`config.mk`:
```
export PLATFORM = sky130hd
export DESIGN_NAME = ifu_fetch_flat
export DESIGN_NICKNAME = d
export VERILOG_FILES = /design/src/rtl/ifu_fetch_if.sv /design/src/rtl/ifu_fetch.sv /design/src/flat_wrapper.sv
export SDC_FILE = /design/constraint.sdc
export NUM_CORES = 1
export LEC_CHECK = 0
export ABC_CLOCK_PERIOD_IN_PS = 2500
export CAP_MARGIN = 25
export CORE_ASPECT_RATIO = 1.2
export CORE_MARGIN = 1
export CORE_UTILIZATION = 30
export CTS_CLUSTER_SIZE = 8
export DETAILED_ROUTE_END_ITERATION = 8
export PLACE_DENSITY = 0.56
export SLEW_MARGIN = 5
export SYNTH_ARGS = -nofsm -noshare
export SYNTH_HDL_FRONTEND = slang
export SYNTH_SLANG_ARGS = --single-unit
```
`constraint.sdc`:
```
create_clock -name clk -period 2.5 [get_ports clk]
set_input_delay 0.5 -clock clk [delete_from_list [all_inputs] [get_ports clk]]
set_output_delay 0.5 -clock clk [all_outputs]
set_load 0.005 [all_outputs]
```
`src/rtl/ifu_fetch_if.sv`:
```
// Instruction-memory read bus between the fetch unit (master) and instruction memory (slave).
interface ifu_fetch_if;
    logic [31:0] pc;
    logic        arvalid;
    logic        arready;
    logic        rready;
    logic        rvalid;
    logic        rresp;
    logic [31:0] inst;

    modport master (
        output pc, arvalid, rready,
        input  arready, rvalid, rresp, inst
    );

    modport slave (
        input  pc, arvalid, rready,
        output arready, rvalid, rresp, inst
    );
endinterface

```
`src/rtl/ifu_fetch.sv`:
```
// Instruction fetch unit: owns the PC, runs the memory read handshake and hands one instruction at a time to decode.
// Optional perf counters are enabled by defining IFU_PERF_CNT_EN.
module ifu_fetch #(
    parameter logic [31:0] RESET_PC = 32'h8000_0000
`ifdef IFU_PERF_CNT_EN
    , parameter int CNT_W = 32
`endif
) (
    input  logic              clk,
    input  logic              rst_n,
    ifu_fetch_if.master       mem,
    output logic              out_valid,
    input  logic              out_ready,
    output logic [31:0]       out_inst,
    output logic [31:0]       out_pc,
    input  logic              redirect_valid,
    input  logic [31:0]       redirect_pc
`ifdef IFU_PERF_CNT_EN
    , output logic [CNT_W-1:0] perf_fetch_cnt
    , output logic [CNT_W-1:0] perf_stall_cnt
`endif
);

    typedef enum logic [1:0] {S_IDLE, S_REQ, S_WAIT, S_HOLD} state_t;

    state_t      state;
    logic [31:0] pc_reg;
    logic [31:0] redir_q;
    logic        kill;
    logic        arvalid_q;
    logic        rready_q;

    assign mem.pc      = pc_reg;
    assign mem.arvalid = arvalid_q;
    assign mem.rready  = rready_q;

    // The memory flags every beat as OK, so the response code carries no information.
    logic unused_rresp;
    assign unused_rresp = mem.rresp;

    // Only consumed while kill is set, and kill is only set alongside a write here.
    always_ff @(posedge clk) begin
        if (redirect_valid) begin
            redir_q <= redirect_pc;
        end
    end

    always_ff @(posedge clk or negedge rst_n) begin
        if (!rst_n) begin
            state     <= S_IDLE;
            pc_reg    <= RESET_PC;
            kill      <= 1'b0;
            arvalid_q <= 1'b0;
            rready_q  <= 1'b0;
            out_valid <= 1'b0;
            out_inst  <= 32'd0;
            out_pc    <= 32'd0;
        end else begin
            case (state)
                S_IDLE: begin
                    if (redirect_valid) begin
                        pc_reg <= redirect_pc;
                    end
                    state     <= S_REQ;
                    arvalid_q <= 1'b1;
                    rready_q  <= 1'b1;
                end
                S_REQ: begin
                    // A redirect here cannot withdraw the request; mark the response as wrong-path instead.
                    if (redirect_valid) begin
                        kill <= 1'b1;
                    end
                    if (mem.arready) begin
                        state     <= S_WAIT;
                        arvalid_q <= 1'b0;
                    end
                end
                S_WAIT: begin
                    if (mem.rvalid) begin
                        kill     <= 1'b0;
                        rready_q <= 1'b0;
                        if (redirect_valid) begin
                            pc_reg    <= redirect_pc;
                            state     <= S_REQ;
                            arvalid_q <= 1'b1;
                            rready_q  <= 1'b1;
                        end else if (kill) begin
                            pc_reg    <= redir_q;
                            state     <= S_REQ;
                            arvalid_q <= 1'b1;
                            rready_q  <= 1'b1;
                        end else begin
                            out_inst  <= mem.inst;
                            out_pc    <= pc_reg;
                            out_valid <= 1'b1;
                            pc_reg    <= pc_reg + 32'd4;
                            state     <= S_HOLD;
                        end
                    end else if (redirect_valid) begin
                        kill <= 1'b1;
                    end
                end
                S_HOLD: begin
                    // A redirect drops the held instruction even if decode takes it this cycle.
                    if (redirect_valid || out_ready) begin
                        if (redirect_valid) begin
                            pc_reg <= redirect_pc;
                        end
                        out_valid <= 1'b0;
                        state     <= S_REQ;
                        arvalid_q <= 1'b1;
                        rready_q  <= 1'b1;
                    end
                end
                default: begin
                    state <= S_IDLE;
                end
            endcase
        end
    end

`ifdef IFU_PERF_CNT_EN
    always_ff @(posedge clk or negedge rst_n) begin
        if (!rst_n) begin
            perf_fetch_cnt <= '0;
            perf_stall_cnt <= '0;
        end else begin
            if (out_valid && out_ready) begin
                perf_fetch_cnt <= perf_fetch_cnt + 1'b1;
            end
            if (state == S_REQ || state == S_WAIT) begin
                perf_stall_cnt <= perf_stall_cnt + 1'b1;
            end
        end
    end
`endif

endmodule

```
`src/flat_wrapper.sv`:
```
// flat-port wrapper written by rule: the top's interface ports become plain ports
module ifu_fetch_flat 
#(
    parameter logic [31:0] RESET_PC = 32'h8000_0000

)
  (clk, rst_n, out_valid, out_ready, out_inst, out_pc, redirect_valid, redirect_pc, mem_pc, mem_arvalid, mem_rready, mem_arready, mem_rvalid, mem_rresp, mem_inst);
  ifu_fetch_if mem_i ();
  input  logic clk;
  input  logic rst_n;
  output logic out_valid;
  input  logic out_ready;
  output logic [31:0] out_inst;
  output logic [31:0] out_pc;
  input  logic redirect_valid;
  input  logic [31:0] redirect_pc;
  output wire logic [$bits(mem_i.pc)-1:0] mem_pc;
  output wire logic [$bits(mem_i.arvalid)-1:0] mem_arvalid;
  output wire logic [$bits(mem_i.rready)-1:0] mem_rready;
  input wire logic [$bits(mem_i.arready)-1:0] mem_arready;
  input wire logic [$bits(mem_i.rvalid)-1:0] mem_rvalid;
  input wire logic [$bits(mem_i.rresp)-1:0] mem_rresp;
  input wire logic [$bits(mem_i.inst)-1:0] mem_inst;
  assign mem_pc = mem_i.pc;
  assign mem_arvalid = mem_i.arvalid;
  assign mem_rready = mem_i.rready;
  assign mem_i.arready = mem_arready;
  assign mem_i.rvalid = mem_rvalid;
  assign mem_i.rresp = mem_rresp;
  assign mem_i.inst = mem_inst;
  ifu_fetch #(.RESET_PC(RESET_PC)) u_core (.clk(clk), .rst_n(rst_n), .mem(mem_i), .out_valid(out_valid), .out_ready(out_ready), .out_inst(out_inst), .out_pc(out_pc), .redirect_valid(redirect_valid), .redirect_pc(redirect_pc));
endmodule
```
==> results of run 1 <==
==> per-stage QoR <==
stage               std cells  setup slack, ns  area [µm²]
floorplan                 471           0.3985        5968
detailed placement        908           0.1729        8134
global placement          908           0.1965        8134
global route              940           0.2202        8781
CTS                       940           0.3272        8781
finish                    940           0.3094        8781
==> per-layer routing <==
metal | vias to the layer above | routed length, µm | global-route usage
met1 | 2254 | 6722 | 0.1898
met5 | - | 0 | 0
met4 | 0 | 187 | 0.04926
met2 | 147 | 7916 | 0.2764
li1 | 2139 | - | -
met3 | 14 | 894 | 0.04274
==> cell usage after synthesis (6+ instances only) <==
cell type / instances / area [µm²]
edfxtp_1: 32 / 960.9
nand4_1: 9 / 56.30
o211ai_1: 14 / 105.1
dfrtp_1: 101 / 2527
o21ai_0: 12 / 60.06
mux2i_1: 12 / 120.1
a21oi_1: 17 / 85.08
xnor2_1: 6 / 52.55
inv_1: 8 / 30.03
nand2_1: 37 / 138.9
clkbuf_1: 16 / 60.06
mux2_2: 65 / 732.0
buf_4: 6 / 45.04
and2_1: 6 / 37.54
nor2_1: 20 / 75.07
xor2_1: 16 / 140.1
nand3_1: 26 / 130.1
==> power by group through the flow <==
| stage | registers [W] | clock network (W) | logic, W |
|---|---|---|---|
| finish | 0.00341 | 0.00263 | 0.00287 |
| global route | 0.00352 | 0.00279 | 0.00316 |
| CTS | 0.00342 | 0.00270 | 0.00292 |
| detailed placement | 0.00346 | 0 | 0.00290 |
| global placement | 0.00342 | 0 | 0.00285 |
| floorplan | 0.00336 | 0 | 0.00119 |
==> cells by family (layout without fill, tap and decap cells) <==
family	after synthesis	count (layout)	share of synthesized area
flops	134	134	0.5889
simple gates	128	128	0.1172
mux	77	77	0.1428
compound gates	73	73	0.08302
buf+inv	32	240	0.02537
xor+xnor	22	22	0.03228
fa+ha+maj	5	5	0.01048
==> cell type report <==
| cell class | instances | share of cell area |
|---|---|---|
| Clock buffer | 25 | 0.06498 |
| Clock inverter | 7 | 0.008692 |
| Inverter | 8 | 0.003420 |
| Multi-Input combinational cell | 305 | 0.2632 |
| Sequential cell | 134 | 0.4003 |
| Tap cell | 261 | 0.03719 |
| Timing Repair Buffer | 200 | 0.2223 |
==> cell usage in the layout, fill, tap and decap left out, drive strengths merged, types with 14 or more instances in the layout <==
cell,netlist,final
buf,8,34
nand3,26,26
nand2,37,37
mux2,65,65
a21oi,17,17
dfrtp,101,101
clkdlybuf4s50,0,166
clkbuf,16,25
edfxtp,32,32
xor2,16,16
nor2,20,20
o211ai,14,14
==> critical path, delay by kind of cell (launching register included) <==
family | cells | cell delay, ns
DFF | 1 | 0.43
buffers and inverters | 2 | 0.34
and+or+nand+nor | 2 | 0.69
adders and majority gates | 1 | 0.27
AOI/OAI and AO/OA | 2 | 0.36
==> path summary, 6_finish.rpt <==
check	startpoint	end	slack, ns	cells after the start
hold / removal	rst_n	u_core.out_inst[3]	0.15	2
hold reg to reg	u_core.redir_q[17]	u_core.mem.pc[17]	0.46	2
setup reg to reg	u_core.state[0]	u_core.mem.pc[26]	0.31	7
max in group asynchronous	rst_n	u_core.out_inst[30]	1.92	2
min in group clk	u_core.redir_q[17]	u_core.mem.pc[17]	0.46	2
setup / recovery	u_core.state[0]	u_core.mem.pc[26]	0.31	7
==> results.md, run 1 <==
* Status: finished clean
* # nets final at 742
* Yosys cell types at 49
* Initial antenna violation count at 0
* Mapped Nets at 547
* Seq/Total Area, Yosys at 0.5889
* RSZ-0062 raised after global routing: false
* Critical-path cell list: inv_1 -> ha_1 -> nor2b_1 -> or3_1 -> buf_4 -> a21oi_1 -> a221oi_1
* Hpwl dp at 11.15 mm
* Total GRT Usage at 0.1593
* Post-synth EDFFs at 32
* Clk_lat worst skew at 0.41 ns
* Net Sw Power at 0.002649 W
* Worst vdd ir at 0.4590 mV
* Post-Syn Area at 5968 µm²
* Final Critical Period at 2.191 ns
* Core Area at 19550 µm²
* PortBufs at 168
* Util after Layout at 0.4492
* TritonCTS clock tree: done
* H-tree lvl count at 4
* Slew of the pin with the lowest slew margin at 0.7433 ns
* Critical Path AT at 2.50 ns
* Post-DRT Antenna Nets at 0
* Vias in the first global route at 4672
* Global-route wire length before repair at 24.68 mm
* Ant. Diodes at 0
* PwrDens at 1015 nW/µm²
* TritonRoute pass-1 iters at 7
* Final Max Slew Viols at 0
* # fillers at 1772
* Clock share of power at 0.295
* Drt wl/cell at 16.72 µm
* Total Wirelength at 15.72 mm
* Max FO, Critical Path at 10
* Sequential cell area at 3515 µm²
* Tcrit/Tclk final at 0.8762
* Number of synthesis warnings at 0
* Chip width at 130.8 µm
* Leakage power at 3.636 nW
* Critical Path Start Type: flip-flop
* Setup bufs post-CTS at 0
* Std cell rows at 56
* Post-Syn Area per Cell at 12.67 µm²
* Vias/cell at 4.845
* Tot Pwr at 0.008915 W
* CTS resizes at 0
* Cells after Synth at 471
* Synth Register Bits at 134
* Final hold slack at 0.1504 ns
* Layout cell share with drive strength beyond 1 at 0.2032
* Grt ovf at 0
* Worst setup EP type: flip-flop
* Setup_tns at 0 ns
* Area grow syn2layout at 47.13%
* Die footprint at 20460 µm²
* Setup violators final at 0
* Inserted Clock Buffers at 17
* FFs w/ async S/R, synth at 0.7612
* Area of the multi-input gates at 2311 µm²
* Primary FF master, synth: dfrtp_1
* Logic pwr share at 0.322
* Pin count of the biggest net entering global routing at 103
* GPL Wtd Cong at 0.7517
* # hold bufs at CTS at 0
* CP max stage cell: dfrtp_1
* Max frequency at 0.4565 GHz
* Worst hold-check path type: in2async
* Cell Int Power at 0.006265 W
* Register clock-pin slew on the reported worst setup and hold paths at 0.06 ns
* Post-route DRC at 0
* Die span in y at 156.5 µm
* Ports at 170
* DRT iter0 DRCs at 225
* Sw Share at 0.2972
* Relative slew slack at 0.5034
* Root cell of the clock tree: clkbuf_16
* Initial Util at 0.3053
* Crit path kind: reg2reg
* Sequential share of power at 0.383
* Endpoints failing hold at 0
* Critical Path RT at 2.81 ns
* Vias after detailed routing at 4554
* Clock Sink Count at 134
* Clk_skew at 0.005702 ns
* Crit-path max cell delay at 0.43 ns
* Clock buffer depth at 2
* Max-Cap Viols at 0
No activity file was read; power rests on OpenSTA's default activity.
==> run 2: changes to the inputs <==
REMOVE_ABC_BUFFERS = 1   (was not set)
==> results.md, run 2 (synthesis gave the netlist of run 1 again) <==
* Status: finished clean (unchanged)
* Setup violators final at 0 (unchanged)
* Setup_tns at 0 ns (unchanged)
* Critical Path Start Type: flip-flop (unchanged)
* CTS resizes at 0 (unchanged)
* Ant. Diodes at 0 (unchanged)
* Pin count of the biggest net entering global routing at 65 (was 103)
* H-tree lvl count at 4 (unchanged)
* Clk_lat worst skew at 0.41 ns (about the same)
* Ports at 170 (unchanged)
* Area grow syn2layout at 45.72% (was 47.13%)
* Drt wl/cell at 16.58 µm (was 16.72 µm)
* Critical Path AT at 2.47 ns (was 2.50 ns)
* Family with the most delay on the worst path: simple AND/OR/NAND/NOR gates (unchanged)
* Worst setup EP type: flip-flop (unchanged)
* Final Max Slew Viols at 0 (unchanged)
* Die footprint at 20460 µm² (unchanged)
* Slew of the pin with the lowest slew margin at 0.8890 ns (was 0.7433 ns)
* Grt ovf at 0 (unchanged)
* Worst hold-check path type: in2async (unchanged)
* PortBufs at 168 (unchanged)
* Vias in the first global route at 4569 (was 4672)
* Vias/cell at 4.835 (was 4.845)
* Total GRT Usage at 0.1578 (was 0.1593)
* Initial Util at 0.3053 (unchanged)
* Leakage power at 3.598 nW (was 3.636 nW)
* GPL Wtd Cong at 0.7864 (was 0.7517)
* Die span in y at 156.5 µm (unchanged)
* Crit path kind: reg2reg (unchanged)
* Post-DP Area at 8112 µm² (was 8134 µm²)
* CP max stage cell: dfrtp_1 (unchanged)
* Core Area at 19550 µm² (unchanged)
* Tot Pwr at 0.008733 W (was 0.008915 W)
* Post-DRT Antenna Nets at 0 (unchanged)
* Chip width at 130.8 µm (unchanged)
* Max frequency at 0.4580 GHz (was 0.4565 GHz)
* Endpoints failing hold at 0 (unchanged)
* Relative slew slack at 0.4061 (was 0.5034)
* Layout cell share with drive strength beyond 1 at 0.1908 (was 0.2032)
* RSZ-0062 raised after global routing: false (unchanged)
* Std cell rows at 56 (unchanged)
* Final Critical Period at 2.184 ns (was 2.191 ns)
* CP Buf/Inv Count at 2 (unchanged)
* TritonCTS clock tree: done (unchanged)
* Global-route wire length before repair at 24.26 mm (was 24.68 mm)
* Clock Sink Count at 134 (unchanged)
* DRT iter0 DRCs at 270 (was 225)
* # nets final at 739 (was 742)
* Total Wirelength at 15.54 mm (was 15.72 mm)
* Clk_skew at 0.009336 ns (was 0.005702 ns)
* TritonRoute pass-1 iters at 6 (was 7)
* Worst slack, placed at 0.1340 ns (was 0.1729 ns)
* Max FO, Critical Path at 21 (was 10)
* Initial antenna violation count at 0 (unchanged)
* Root cell of the clock tree: clkbuf_16 (unchanged)
* Hpwl dp at 10.82 mm (was 11.15 mm)
* Clock buffer depth at 2 (unchanged)
* Critical Path RT at 2.79 ns (was 2.81 ns)
* PwrDens at 1004 nW/µm² (was 1015 nW/µm²)
* Final worst slack at 0.3165 ns (was 0.3094 ns)
* Crit-path max cell delay at 0.42 ns (was 0.43 ns)
* Max-Cap Viols at 0 (unchanged)
* Register clock-pin slew on the reported worst setup and hold paths at 0.06 ns (about the same)
* Vias after detailed routing at 4530 (was 4554)
* Worst vdd ir at 0.4937 mV (was 0.4590 mV)
* Most common cell after layout, fill and taps aside: clkdlybuf4s50_1 (unchanged)
* Tcrit/Tclk final at 0.8734 (was 0.8762)
* Post-route DRC at 0 (unchanged)
* Inserted Clock Buffers at 17 (unchanged)
* Critical-path cell list: inv_1 -> ha_1 -> nor2b_1 -> or3_1 -> buf_12 -> a222oi_1 -> nand3_1 (was inv_1 -> ha_1 -> nor2b_1 -> or3_1 -> buf_4 -> a21oi_1 -> a221oi_1)
* Most frequent cells in the layout: 166 x clkdlybuf4s50_1, 101 x dfrtp_1, 65 x mux2_2, 37 x nand2_1, 32 x edfxtp_1 (unchanged)
* Design Area, Final at 8697 µm² (was 8781 µm²)
* # hold bufs at CTS at 0 (unchanged)
* Setup bufs post-CTS at 0 (unchanged)
==> run 2: cell count changes in the layout (fill, tap and decap cells not counted), sizes merged <==
cell	previous run	this run
buf	34	31
bufinv	1	2
clkbuf	25	29
clkinv	4	1
clkinvlp	2	0
==> run 2: layout make-up <==
cell class,count,area (µm²)
Clock buffer,29,520.5
Timing Repair Buffer,197,1929
Sequential cell,134,3515
Fill cell,1761,10850
Multi-Input combinational cell,305,2311
Tap cell,261,326.6
Inverter,8,30.03
Clock inverter,3,65.06
==> run 2: power by group <==
part	internal, W	switching (W)
clock network	0.00160	0.000875
logic	0.00175	0.00113
registers	0.00283	0.000549
total	0.00618	0.00255
==> run 2: routing by layer <==
| layer | wire, µm | global-route usage |
|---|---|---|
| met4 | 340 | 0.07553 |
| met5 | 0 | 0 |
| met3 | 943 | 0.04171 |
| met1 | 6536 | 0.1881 |
| met2 | 7718 | 0.2618 |
==> run 2: stage by stage <==
stage | std cells | hold slack (ns) | util
2_1_floorplan | 447 | 0.2044 | -
3_3_place_gp | 905 | 0.4380 | 0.4149
3_5_place_dp | 905 | 0.4469 | 0.4149
4_1_cts | 937 | 0.07703 | 0.4449
5_1_grt | 937 | 0.08466 | 0.4449
6_report | 937 | 0.06846 | 0.4449
==> run 2: final timing paths <==
kind	cells past startpoint	slack (ns)	to	start
setup / recovery	7	0.32	u_core.mem.pc[20]	u_core.state[0]
hold / removal	2	0.07	u_core.out_inst[5]	rst_n
setup reg to reg	7	0.32	u_core.mem.pc[20]	u_core.state[0]
hold reg to reg	2	0.48	u_core.mem.pc[27]	u_core.redir_q[27]
max in group asynchronous	2	1.89	u_core.mem.rready	rst_n
min in group clk	1	0.44	u_core.redir_q[0]	redirect_valid
==> run 3: changes to the inputs <==
CAP_MARGIN = 20   (was 25)
==> results of run 3 <==
No change in the layout: final DEF, timing and power equal those of run 2.
